`src/rtl/display_capture_if.sv`:
```
// Seven-segment bus plus decoded readback, bundled for display_capture.
// master: drives scan/disp (display side or bench) and observes the readback.
// slave: the capture block itself, which samples scan/disp and drives the rest.
interface display_capture_if;
  logic [3:0] scan;     // digit select, active-low one-hot
  logic [6:0] disp;     // segments {g,f,e,d,c,b,a}, active-low
  logic [3:0] dig0;     // last decoded value, digit 0
  logic [3:0] dig1;     // last decoded value, digit 1
  logic [3:0] dig2;     // last decoded value, digit 2
  logic [3:0] dig3;     // last decoded value, digit 3
  logic [3:0] valid;    // per-digit fresh-and-legal flag
  logic       upd;      // one-cycle strobe per legal capture
  logic [1:0] upd_idx;  // digit index qualified by upd
  logic       seg_err;  // one-cycle strobe per illegal settled pattern

  modport master (
    output scan, disp,
    input  dig0, dig1, dig2, dig3, valid, upd, upd_idx, seg_err
  );

  modport slave (
    input  scan, disp,
    output dig0, dig1, dig2, dig3, valid, upd, upd_idx, seg_err
  );
endinterface

```
`src/rtl/display_capture.sv`:
```
// Purpose: passive decoder of a muxed 4-digit 7-seg bus back to per-digit hex with valid/stale tracking.
// Latency: a pair first sampled at edge E1 and held is captured at edge E(STABLE_CYCLES+1); outputs registered.
// Backpressure: none; monitor only, never stalls the observed bus.
// Ports: clk, rst_n (sync, active-low); bus.slave carries scan/disp in and dig0..3, valid, upd, upd_idx, seg_err out.
module display_capture #(
  parameter int STABLE_CYCLES = 4,
  parameter int TIMEOUT       = 4096
) (
  input  logic               clk,
  input  logic               rst_n,
  display_capture_if.slave   bus
);

  localparam int SW = $clog2(STABLE_CYCLES + 1);
  localparam int AW = $clog2(TIMEOUT + 1);

  logic [3:0]          scan_q, scan_d;
  logic [6:0]          disp_q, disp_d;
  logic [SW-1:0]       stab_q, stab_d;
  logic                done_q, done_d;
  logic [3:0][3:0]     dig_q, dig_d;
  logic [3:0]          valid_q, valid_d;
  logic                upd_q, upd_d;
  logic [1:0]          upd_idx_q, upd_idx_d;
  logic                seg_err_q, seg_err_d;
  logic [3:0][AW-1:0]  age_q, age_d;

  logic                changed;
  logic                sel_ok;
  logic [1:0]          sel_idx;
  logic                capture;
  logic [4:0]          dec;      // {legal, value}

  // Active-low segment pattern to {legal, hex value}; anything else (blank included) is illegal.
  function automatic logic [4:0] seg_decode(input logic [6:0] s);
    case (s)
      7'h40:   return 5'h10;
      7'h79:   return 5'h11;
      7'h24:   return 5'h12;
      7'h30:   return 5'h13;
      7'h19:   return 5'h14;
      7'h12:   return 5'h15;
      7'h02:   return 5'h16;
      7'h78:   return 5'h17;
      7'h00:   return 5'h18;
      7'h10:   return 5'h19;
      7'h08:   return 5'h1A;
      7'h03:   return 5'h1B;
      7'h46:   return 5'h1C;
      7'h21:   return 5'h1D;
      7'h06:   return 5'h1E;
      7'h0E:   return 5'h1F;
      default: return 5'h00;
    endcase
  endfunction

  always_comb begin
    scan_d    = bus.scan;
    disp_d    = bus.disp;
    dig_d     = dig_q;
    valid_d   = valid_q;
    age_d     = age_q;
    upd_d     = 1'b0;
    seg_err_d = 1'b0;
    upd_idx_d = upd_idx_q;

    changed = (bus.scan != scan_q) || (bus.disp != disp_q);

    if (changed)
      stab_d = SW'(1);
    else if (stab_q != SW'(STABLE_CYCLES))
      stab_d = stab_q + SW'(1);
    else
      stab_d = stab_q;

    sel_ok  = 1'b1;
    sel_idx = 2'd0;
    case (scan_q)
      4'b1110: sel_idx = 2'd0;
      4'b1101: sel_idx = 2'd1;
      4'b1011: sel_idx = 2'd2;
      4'b0111: sel_idx = 2'd3;
      default: sel_ok  = 1'b0;
    endcase

    dec = seg_decode(disp_q);

    // Requiring the incoming pair to still match means a phase must be
    // sampled on STABLE_CYCLES+1 consecutive edges to count; shorter
    // phases (switching glitches, ghosting) are dropped.
    capture = !changed && (stab_q == SW'(STABLE_CYCLES)) && !done_q && sel_ok;

    if (changed)
      done_d = 1'b0;
    else if (capture)
      done_d = 1'b1;
    else
      done_d = done_q;

    for (int n = 0; n < 4; n++) begin
      if (age_q[n] != AW'(TIMEOUT))
        age_d[n] = age_q[n] + AW'(1);
      if (age_d[n] == AW'(TIMEOUT))
        valid_d[n] = 1'b0;
    end

    // Applied after the age update so a capture on the timeout edge wins.
    if (capture) begin
      if (dec[4]) begin
        dig_d[sel_idx]   = dec[3:0];
        valid_d[sel_idx] = 1'b1;
        age_d[sel_idx]   = '0;
        upd_d            = 1'b1;
        upd_idx_d        = sel_idx;
      end else begin
        valid_d[sel_idx] = 1'b0;
        seg_err_d        = 1'b1;
      end
    end
  end

  always_ff @(posedge clk) begin
    if (!rst_n) begin
      scan_q    <= 4'hF;
      disp_q    <= 7'h7F;
      stab_q    <= '0;
      done_q    <= 1'b0;
      dig_q     <= '0;
      valid_q   <= '0;
      upd_q     <= 1'b0;
      upd_idx_q <= 2'd0;
      seg_err_q <= 1'b0;
      age_q     <= '0;
    end else begin
      scan_q    <= scan_d;
      disp_q    <= disp_d;
      stab_q    <= stab_d;
      done_q    <= done_d;
      dig_q     <= dig_d;
      valid_q   <= valid_d;
      upd_q     <= upd_d;
      upd_idx_q <= upd_idx_d;
      seg_err_q <= seg_err_d;
      age_q     <= age_d;
    end
  end

  assign bus.dig0    = dig_q[0];
  assign bus.dig1    = dig_q[1];
  assign bus.dig2    = dig_q[2];
  assign bus.dig3    = dig_q[3];
  assign bus.valid   = valid_q;
  assign bus.upd     = upd_q;
  assign bus.upd_idx = upd_idx_q;
  assign bus.seg_err = seg_err_q;

endmodule
```
`src/flat_wrapper.sv`:
```
// flat-port wrapper written by rule: the top's interface ports become plain ports
module display_capture_flat 
#(
  parameter int STABLE_CYCLES = 4,
  parameter int TIMEOUT       = 4096
)
  (clk, rst_n, bus_scan, bus_disp, bus_dig0, bus_dig1, bus_dig2, bus_dig3, bus_valid, bus_upd, bus_upd_idx, bus_seg_err);
  display_capture_if bus_i ();
  input  logic clk;
  input  logic rst_n;
  input wire logic [$bits(bus_i.scan)-1:0] bus_scan;
  input wire logic [$bits(bus_i.disp)-1:0] bus_disp;
  output wire logic [$bits(bus_i.dig0)-1:0] bus_dig0;
  output wire logic [$bits(bus_i.dig1)-1:0] bus_dig1;
  output wire logic [$bits(bus_i.dig2)-1:0] bus_dig2;
  output wire logic [$bits(bus_i.dig3)-1:0] bus_dig3;
  output wire logic [$bits(bus_i.valid)-1:0] bus_valid;
  output wire logic [$bits(bus_i.upd)-1:0] bus_upd;
  output wire logic [$bits(bus_i.upd_idx)-1:0] bus_upd_idx;
  output wire logic [$bits(bus_i.seg_err)-1:0] bus_seg_err;
  assign bus_i.scan = bus_scan;
  assign bus_i.disp = bus_disp;
  assign bus_dig0 = bus_i.dig0;
  assign bus_dig1 = bus_i.dig1;
  assign bus_dig2 = bus_i.dig2;
  assign bus_dig3 = bus_i.dig3;
  assign bus_valid = bus_i.valid;
  assign bus_upd = bus_i.upd;
  assign bus_upd_idx = bus_i.upd_idx;
  assign bus_seg_err = bus_i.seg_err;
  display_capture #(.STABLE_CYCLES(STABLE_CYCLES), .TIMEOUT(TIMEOUT)) u_core (.clk(clk), .rst_n(rst_n), .bus(bus_i));
endmodule
```
`config.mk`:
```
export PLATFORM = sky130hd
export DESIGN_NAME = display_capture_flat
export DESIGN_NICKNAME = d
export VERILOG_FILES = /design/src/rtl/display_capture_if.sv /design/src/rtl/display_capture.sv /design/src/flat_wrapper.sv
export SDC_FILE = /design/constraint.sdc
export NUM_CORES = 1
export LEC_CHECK = 0
export ABC_CLOCK_PERIOD_IN_PS = 2800
export BUFFER_PORTS_ARGS = -buffer_cell sky130_fd_sc_hd__buf_4
export CELL_PAD_IN_SITES_DETAIL_PLACEMENT = 1
export CELL_PAD_IN_SITES_GLOBAL_PLACEMENT = 1
export CORE_UTILIZATION = 45
export DETAILED_ROUTE_END_ITERATION = 12
export GPL_TIMING_DRIVEN = 0
export PLACE_DENSITY = 0.84
export SKIP_CTS_REPAIR_TIMING = 1
export SLEW_MARGIN = 10
export SYNTH_ARGS = -nofsm -noshare
export SYNTH_HDL_FRONTEND = slang
export SYNTH_SLANG_ARGS = --single-unit
export TNS_END_PERCENT = 30
```
`constraint.sdc`:
```
create_clock -name clk -period 2.8 [get_ports clk]
set_input_delay 0.28 -clock clk [delete_from_list [all_inputs] [get_ports clk]]
set_output_delay 0.28 -clock clk [all_outputs]
set_load 0.02 [all_outputs]
```
==> results_dict.tcl, run 1 <==
set metrics [dict create \
    final_cell_area_sq_um 5522 \
    seq_area_frac_synth_pct 37.28 \
    die_w_um 106.2 \
    drive_gt1_share_pct 12.87 \
    ys_ff_latch 91 \
    fillCellCount 1282 \
    syn_inst 586 \
    p_total_mw 2.476 \
    crit_arrival_ns 2.83 \
    drt_iter0_markers 165 \
    syn_avg_cell_area_sq_um 8.340 \
    relSlewSlack_pct 55.72 \
    final-hold-violation-count 0 \
    dp_hpwl_um 9042 \
    wirelength_um 12080 \
    drv_cap 0 \
    cts-root-buf "clkbuf_8" \
    postSynth.asyncResetShare_pct 0 \
    start_util_pct 46.92 \
    grt_setup_unrepaired "false" \
    place_inst 758 \
    r2r_slack_ns 0.23 \
    vias_per_cell 5.422 \
    finalHoldWorstSlack_ns 0.1075 \
    placed_area_sq_um 5328 \
    worstHoldEndpoint "u_core.disp_q[0]" \
    fin_ws_ns 0.2290 \
    multi_input_area_sq_um 2828 \
    syn_area_sq_um 4887 \
    setup_violations 0 \
    post-route-util_pct 53.01 \
    r2r.worst_path.cells 8 \
    num_io_pins 37 \
    startpoint_type "flip-flop" \
    finalSetupTns_ns 0 \
    total_leakage_power_nw 2.097 \
    nNetsFinal 656 \
    worstPathMaxFanout 10 \
    synth_ff_type "dfxtp_1" \
    ant_nets 0 \
    overflow 0 \
    clock_latency_ns 0.37 \
    synth-edff-count 0 \
    die_h_um 106.2 \
    regToRegEndpoint "u_core.age_q[7]" \
    crit_type "reg2reg" \
    drt-pass1-iter-count 4 \
    syn_nets 609 \
    core_sq_um 10420 \
    layout_commonest_cell "dfxtp_1" \
    port_buffers 36 \
    fin_crit_sh_pct 91.82 \
    cts_tree "yes" \
    clockBufferDepth 2 \
    clk_pin_slew_ns 0.09 \
    place_ws_ns 0.2473 \
    ir_drop_v 0.0002351 \
    drc_errors 0 \
    fmax_ghz 0.3889 \
    min_path_cells 2 \
    required_ns 3.06 \
    num_rows 37 \
    hold_start "bus_disp[0]" \
    ys.warnings.count 0 \
    mostFrequentLayoutCells "91 x dfxtp_1, 70 x nor2_1, 57 x nand2_1" \
    grt_antenna_before_repair 0 \
    outcome "complete, no violations" \
    post_drt_wl_per_cell_um 15.62 \
    endpoint_kind "flip-flop" \
    worst_slew_pin_slew_ns 0.6631 \
    n_antenna_cell 0 \
    hp-class "in2reg" \
    cts_max_level 3 \
    fin_crit_ns 2.571 \
    numCtsBuffers 9 \
    slew_viol_final 0 \
    syn2layout_area_growth_pct 12.98 \
    synthDistinctLibCells 60 \
    seqCellArea_sq_um 1822 \
    vias 4191 \
    grt_first_pass_wirelength_um 20290 \
    grt_max_degree 14 \
    clock-sinks 91 \
    r2r-start "u_core.disp_q[3]" \
    clock_skew_ns 0.007786 \
    place.gp.congestion 0.8702 \
    power_density_nw_per_um2 448.4 \
    dieArea_sq_um 11280 \
    stdcell_count 773 \
    grtUsageTotal_pct 22.57 \
    grt_pass1_vias 4254 \
]
## logic make-up (layout without fill, tap and decap cells)
logic type / Yosys count / in the layout / share of synthesized area, %
compound gates: 70 / 70 / 10.01
mux: 22 / 22 / 4.634
fa+ha+maj: 10 / 10 / 2.560
buf+inv: 56 / 107 / 4.864
flops: 91 / 91 / 37.28
simple gates: 271 / 271 / 28.83
xor+xnor: 66 / 66 / 11.83
## critical path: stages, from the launching register on
cell       delay (ns)
dfxtp_1          0.39
buf_2            0.24
xnor2_1          0.15
nand4_1          0.18
a2111oi_1        0.56
o311ai_2         0.38
nand2_1          0.22
buf_2            0.26
nor2_1           0.08
## how the worst max path moves through the flow
| stage | startpoint | endpoint | slack (ns) | cells after the start |
|---|---|---|---|---|
| 6_report | u_core.disp_q[3] | u_core.age_q[7] | 0.23 | 8 |
| 5_1_grt | u_core.disp_q[0] | u_core.age_q[7] | 0.05 | 8 |
| 4_1_cts | u_core.disp_q[3] | u_core.age_q[7] | 0.23 | 8 |
| 3_5_place_dp | u_core.disp_q[3] | u_core.age_q[7] | 0.25 | 8 |
| 3_3_place_gp | u_core.disp_q[3] | u_core.age_q[11] | 0.34 | 8 |
| 2_1_floorplan | u_core.disp_q[0] | u_core.age_q[5] | 0.75 | 8 |
## layer usage
metal	vias up	part of all wire (%)	track usage [%]	wire length (um)
li1	2103	-	-	-
met1	2031	48	29.46	5853
met2	49	48	37.24	5786
met3	8	2.8	5.395	335
met4	0	0.84	5.853	102
met5	-	0	0	0
## state kept, by name, indices dropped and copies added (netlist names)
signal	cells
u_core.age_q	52
u_core.disp_q	7
u_core.bus.dig0	4
u_core.bus.dig1	4
u_core.bus.dig2	4
u_core.bus.dig3	4
u_core.bus.valid	4
u_core.scan_q	4
u_core.stab_q	3
u_core.bus.upd_idx	2
u_core.bus.seg_err	1
u_core.bus.upd	1
u_core.done_q	1
## cells in the mapped netlist (all sizes together), types with 3 or more instances
cell type | number | area (sq um)
buf | 16 | 86.33
o21ai | 23 | 126.4
nor4 | 4 | 25.02
and3 | 15 | 93.84
nor3 | 14 | 86.34
nand2b | 15 | 93.84
mux2i | 17 | 170.2
nor2b | 4 | 25.02
ha | 10 | 125.1
and4 | 4 | 35.03
a21oi | 10 | 50.05
clkbuf | 17 | 65.06
and2 | 3 | 18.77
nor3b | 8 | 60.06
nor2 | 73 | 286.5
a211oi | 3 | 22.52
xnor2 | 36 | 315.3
a21o | 4 | 30.03
nand4b | 6 | 52.55
nor4b | 6 | 52.55
dfxtp | 91 | 1822
mux2 | 5 | 56.30
nand3 | 37 | 185.2
o22ai | 4 | 25.02
a31oi | 5 | 31.28
o31ai | 3 | 22.52
nand3b | 3 | 22.52
nand2 | 57 | 214.0
a22o | 3 | 26.28
xor2 | 30 | 262.8
inv | 23 | 86.33
nand4 | 11 | 68.82
or3 | 4 | 25.02
## power breakdown
part           switching [mW]  internal, mW
registers              0.0277          1.32
logic                   0.124        0.0929
clock network           0.457         0.457
total                   0.609          1.87
## cell type report
| cell class | instances | share of cell area [%] |
|---|---|---|
| multi-input cells | 439 | 51.21 |
| inverters | 23 | 1.564 |
| well taps | 136 | 3.082 |
| repair buffers | 36 | 4.895 |
| flip-flops and latches | 91 | 32.99 |
| clock inverters | 2 | 0.6345 |
| clock buffers | 13 | 2.878 |
| plain buffers | 33 | 2.742 |
No activity file was read; power rests on OpenSTA's default activity.
==> run 2: changes to the inputs <==
--- a/config.mk
+++ b/config.mk
@@ -5,14 +5,14 @@
 export SDC_FILE = /design/constraint.sdc
 export NUM_CORES = 1
 export LEC_CHECK = 0
-export ABC_CLOCK_PERIOD_IN_PS = 2800
+export ABC_CLOCK_PERIOD_IN_PS = 2100
 export BUFFER_PORTS_ARGS = -buffer_cell sky130_fd_sc_hd__buf_4
 export CELL_PAD_IN_SITES_DETAIL_PLACEMENT = 1
 export CELL_PAD_IN_SITES_GLOBAL_PLACEMENT = 1
-export CORE_UTILIZATION = 45
+export CORE_UTILIZATION = 41
 export DETAILED_ROUTE_END_ITERATION = 12
 export GPL_TIMING_DRIVEN = 0
-export PLACE_DENSITY = 0.84
+export PLACE_DENSITY = 0.81
 export SKIP_CTS_REPAIR_TIMING = 1
 export SLEW_MARGIN = 10
 export SYNTH_ARGS = -nofsm -noshare
==> constraint.sdc (replaced) <==
create_clock -name clk -period 2.1 [get_ports clk]
set_input_delay 0.21 -clock clk [delete_from_list [all_inputs] [get_ports clk]]
set_output_delay 0.21 -clock clk [all_outputs]
set_load 0.02 [all_outputs]
==> results_dict.tcl, run 2 (synthesized netlist as in run 1, its figures left out) <==
set metrics [dict create \
    overflow 0 \
    startpoint_type "flip-flop" \
    place_ws_ns -0.4810 \
    fin_ws_ns -0.1369 \
    drv_cap 0 \
    total_leakage_power_nw 2.343 \
    num_io_pins 37 \
    slew_viol_final 0 \
    place_inst 765 \
    fin_crit_ns 2.237 \
    drive_gt1_share_pct 21.00 \
    fillCellCount 1371 \
    n_antenna_cell 0 \
    start_util_pct 42.44 \
    dieArea_sq_um 12360 \
    post_drt_wl_per_cell_um 17.72 \
    final-hold-violation-count 0 \
    grt_antenna_before_repair 0 \
    final_cell_area_sq_um 6090 \
    grt_max_degree 16 \
    die_w_um 111.2 \
    clockBufferDepth 2 \
    numCtsBuffers 9 \
    clock-sinks 91 \
    crit_buf_inv 3 \
    crit_arrival_ns 2.48 \
    hp-class "in2reg" \
    drc_errors 2 \
    place.gp.congestion 0.8544 \
    drt-pass1-iter-count 9 \
    cp_common_cell "buf_6" \
    grt_first_pass_wirelength_um 21250 \
    stdcell_count 800 \
    worst_slew_pin_slew_ns 0.8081 \
    core_sq_um 11520 \
    violations "design-rule violations, negative setup slack" \
    fmax_ghz 0.4471 \
    syn2layout_area_growth_pct 24.60 \
    finalHoldWorstSlack_ns 0.05497 \
    grtUsageTotal_pct 21.29 \
    relSlewSlack_pct 45.56 \
    outcome "finished with violations" \
    ant_nets 0 \
    port_buffers 36 \
    vias 4450 \
    grt_pass1_vias 4411 \
    p_total_mw 3.856 \
    clock_skew_ns 0.007324 \
    crit_slowest_cell "or4_4" \
    nNetsFinal 675 \
    cts_max_level 3 \
    drt_iter0_markers 207 \
    layout_commonest_cell "dfxtp_1" \
    top_register "u_core.age_q" \
    slowest_delay_ns 0.54 \
    cts-root-buf "clkbuf_16" \
    fin_crit_sh_pct 106.5 \
    power_density_nw_per_um2 633.1 \
    placed_area_sq_um 5336 \
    multi_input_area_sq_um 3004 \
    largest_register_ff_count 52 \
    worstPathCellList "buf_6 > nand4bb_1 > or4_4 > nand3_4 > o311ai_4 > buf_12 > o21ai_4 > buf_6 > nor2_1" \
    die_h_um 111.2 \
    mostFrequentLayoutCells "85 x dfxtp_1, 69 x nor2_1, 57 x buf_4" \
    clk_pin_slew_ns 0.07 \
    ir_drop_v 0.0003285 \
    endpoint_kind "flip-flop" \
    cp_top_family "simple AND/OR/NAND/NOR gates" \
    num_rows 39 \
    worstPathMaxFanout 10 \
    dp_hpwl_um 9224 \
    clock_latency_ns 0.35 \
    setup_violations 44 \
    crit_type "reg2reg" \
    seqCellArea_sq_um 1829 \
    required_ns 2.34 \
    vias_per_cell 5.563 \
    grt_setup_unrepaired "true" \
    reg_top3 "u_core.age_q: 52 flops, u_core.disp_q: 7 flops" \
    wirelength_um 14180 \
    cts_tree "yes" \
]
run 2: routing by layer:
layer  track usage, %  wire (um)  vias to the layer above
li1                 -          -                     2141
met1            25.82       6085                     2202
met2            37.25       7336                       81
met3            3.718        400                       26
met4            8.288        353                        0
met5                0          0                        -
run 2: worst reg2reg max path, stage by stage, from the launching register on:
cell and delay, ns:
dfxtp_2 0.32, buf_6 0.12, nand4bb_1 0.21, or4_4 0.54, nand3_4 0.11, o311ai_4 0.15
buf_12 0.19, o21ai_4 0.22, buf_6 0.19, nor2_1 0.06
run 2: path summary, 6_finish.rpt:
| path | startpoint | endpoint | slack [ns] | depth (start not counted) |
|---|---|---|---|---|
| worst max-delay path | u_core.disp_q[4] | u_core.age_q[26] | -0.14 | 9 |
| worst min-delay path | bus_disp[3] | u_core.disp_q[3] | 0.05 | 2 |
| worst max register to register | u_core.disp_q[4] | u_core.age_q[26] | -0.14 | 9 |
| worst min register to register | u_core.bus.dig2[1] | u_core.bus.dig2[1] | 0.47 | 2 |
run 2: cell type report:
cell class | count | area share [%]
multi-input cells | 439 | 49.33
flip-flops and latches | 91 | 30.04
repair buffers | 59 | 7.828
clock buffers | 11 | 4.150
plain buffers | 29 | 3.287
well taps | 143 | 2.938
inverters | 23 | 1.418
clock inverters | 5 | 1.007
run 2: power breakdown:
group          total, mW  leakage (nW)  switching [mW]  internal [mW]
sequential          1.80         0.740          0.0408           1.76
clock               1.71         0.156           0.718          0.992
combinational      0.346          1.45           0.192          0.154
total               3.86          2.34           0.951           2.90
run 2: stage by stage:
stage / util, % / setup TNS, ns
3_3_place_gp: 46.34 / -18.09
6_report: 52.88 / -3.556
4_1_cts: 49.07 / -23.94
5_1_grt: 52.88 / -9.748
3_5_place_dp: 46.34 / -22.24
2_1_floorplan: - / 0
==> run 3: changes to the inputs <==
--- a/config.mk
+++ b/config.mk
@@ -7,7 +7,7 @@
 export LEC_CHECK = 0
 export ABC_CLOCK_PERIOD_IN_PS = 2100
 export BUFFER_PORTS_ARGS = -buffer_cell sky130_fd_sc_hd__buf_4
-export CELL_PAD_IN_SITES_DETAIL_PLACEMENT = 1
+export CELL_PAD_IN_SITES_DETAIL_PLACEMENT = 0
 export CELL_PAD_IN_SITES_GLOBAL_PLACEMENT = 1
 export CORE_UTILIZATION = 41
 export DETAILED_ROUTE_END_ITERATION = 12
==> results_dict.tcl, run 3 (synthesized netlist as in run 1, its figures left out) <==
set metrics [dict create \
    met2WireLength_um 5374 \
    required_ns 2.38 \
    r2r-start "u_core.disp_q[2]" \
    drt-pass1-iter-count 9 \
    startpoint_type "flip-flop" \
    worstPathCellList "buf_8 > buf_12 > or4_4 > nand3_4 > o311ai_4 > buf_12 > buf_6 > nor2_4 > mux2i_1" \
    clockBufferDepth 2 \
    power_frac_comb_pct 9.2 \
    pwr-share-seq_pct 45.9 \
    pwr-share-clk_pct 44.8 \
    top_layer_used "met4" \
    clk_pin_slew_ns 0.07 \
    violations "design-rule violations, negative setup slack" \
    crit_arrival_ns 2.38 \
    dieArea_sq_um 12360 \
    worstPathMaxFanout 7 \
    slew_viol_final 0 \
    largest_register_ff_count 52 \
    clock_skew_ns 0.007607 \
    n_antenna_cell 0 \
    top_register "u_core.age_q" \
    num_rows 39 \
    fin_crit_ns 2.106 \
    vias_per_cell 5.245 \
    hold_start "bus_disp[5]" \
    num_io_pins 37 \
    dp_hpwl_um 7929 \
    worst_slew_pin_slew_ns 0.6254 \
    numCtsBuffers 9 \
    layout_commonest_cell "dfxtp_1" \
    final-hold-violation-count 0 \
    die_h_um 111.2 \
    route.met3.wl_um 360 \
    switchingPower_mw 0.9279 \
    die_w_um 111.2 \
    clock_latency_ns 0.35 \
    ir_drop_v 0.0004346 \
    fin_crit_sh_pct 100.3 \
    m1WireLength_um 5449 \
    core_sq_um 11520 \
    drive_gt1_share_pct 22.89 \
    drv_cap 0 \
    start_util_pct 42.44 \
    ant_nets 0 \
    cts_max_level 3 \
    crit_type "reg2reg" \
    crit_slowest_cell "or4_4" \
    hp-class "in2reg" \
    total_leakage_power_nw 2.426 \
    drc_errors 2 \
    cts-root-buf "clkbuf_16" \
    endpoint_kind "flip-flop" \
    reg_top3 "u_core.age_q: 52 flops, u_core.disp_q: 7 flops" \
    outcome "finished with violations" \
    crit_start "u_core.disp_q[2]" \
    post_drt_wl_per_cell_um 14.00 \
    grt_max_degree 17 \
    switching_share_pct 23.71 \
    nNetsFinal 682 \
    wirelength_um 11300 \
    grt_first_pass_wirelength_um 17930 \
    cp_top_family "simple AND/OR/NAND/NOR gates" \
    power_density_nw_per_um2 626.7 \
    overflow 0 \
    grt_antenna_before_repair 0 \
    drt_iter0_markers 247 \
    fin_ws_ns -0.005697 \
    port_buffers 36 \
    syn2layout_area_growth_pct 27.78 \
    slowest_delay_ns 0.51 \
    grtUsageTotal_pct 17.84 \
    cp_common_cell "buf_12" \
    place.gp.congestion 0.8544 \
    internal_power_mw 2.986 \
    fillCellCount 1064 \
    setup_violations 1 \
    grt_pass1_vias 3797 \
    cts_tree "yes" \
    clock-sinks 91 \
    fmax_ghz 0.4749 \
    crit_buf_inv 4 \
    mostFrequentLayoutCells "81 x dfxtp_1, 68 x nor2_1, 61 x buf_4" \
    finalHoldWorstSlack_ns 0.07515 \
    finalSetupTns_ns -0.005697 \
    relSlewSlack_pct 57.87 \
    grt_setup_unrepaired "true" \
    vias 4233 \
]
## run 3: cell type report
| class | count | area [sq um] | share of cell area, % |
|---|---|---|---|
| Buffer | 30 | 211.5 | 3.386 |
| Tap cell | 143 | 178.9 | 2.865 |
| Clock buffer | 9 | 225.2 | 3.606 |
| Sequential cell | 91 | 1837 | 29.41 |
| Clock inverter | 7 | 98.84 | 1.583 |
| Multi-Input combinational cell | 439 | 3067 | 49.11 |
| Inverter | 23 | 86.33 | 1.382 |
| Timing Repair Buffer | 65 | 540.5 | 8.656 |
## run 3: per-stage QoR
stage / power [mW] / area, sq um / setup slack (ns) / std cells / util (%)
after floorplan: 2.028 / 4887 / 0.05357 / 586 / -
after global placement: 2.105 / 5336 / -0.4401 / 765 / 46.34
after detailed placement: 2.112 / 5336 / -0.4463 / 765 / 46.34
after CTS: 3.864 / 5660 / -0.4611 / 781 / 49.15
after global routing: 4.066 / 6245 / -0.1084 / 807 / 54.23
final: 3.914 / 6245 / -0.005697 / 807 / 54.23
## run 3: power groups by stage
stage	clock, mW	sequential (mW)	combinational (mW)
6_report	1.75	1.80	0.362
5_1_grt	1.87	1.80	0.398
4_1_cts	1.79	1.79	0.283
3_5_place_dp	0	1.83	0.281
3_3_place_gp	0	1.83	0.275
2_1_floorplan	0	1.82	0.207
## run 3: final timing paths
check                  endpoint  slack, ns  cells past startpoint
max          u_core.bus.dig2[1]     -0.006                      9
min            u_core.disp_q[5]       0.08                      2
max reg2reg  u_core.bus.dig2[1]     -0.006                      9
min reg2reg  u_core.bus.dig2[0]       0.47                      2
## run 3: worst reg2reg max path, cell delays in order (launching register included)
cell	delay, ns
dfxtp_2	0.34
buf_8	0.13
buf_12	0.12
or4_4	0.51
nand3_4	0.13
o311ai_4	0.12
buf_12	0.17
buf_6	0.12
nor2_4	0.18
mux2i_1	0.22
## run 3: layer usage
metal / global-route usage [%] / vias to the layer above
li1: - / 2164
met1: 24.00 / 1989
met2: 28.75 / 69
met3: 3.827 / 11
met4: 4.865 / 0
met5: 0 / -
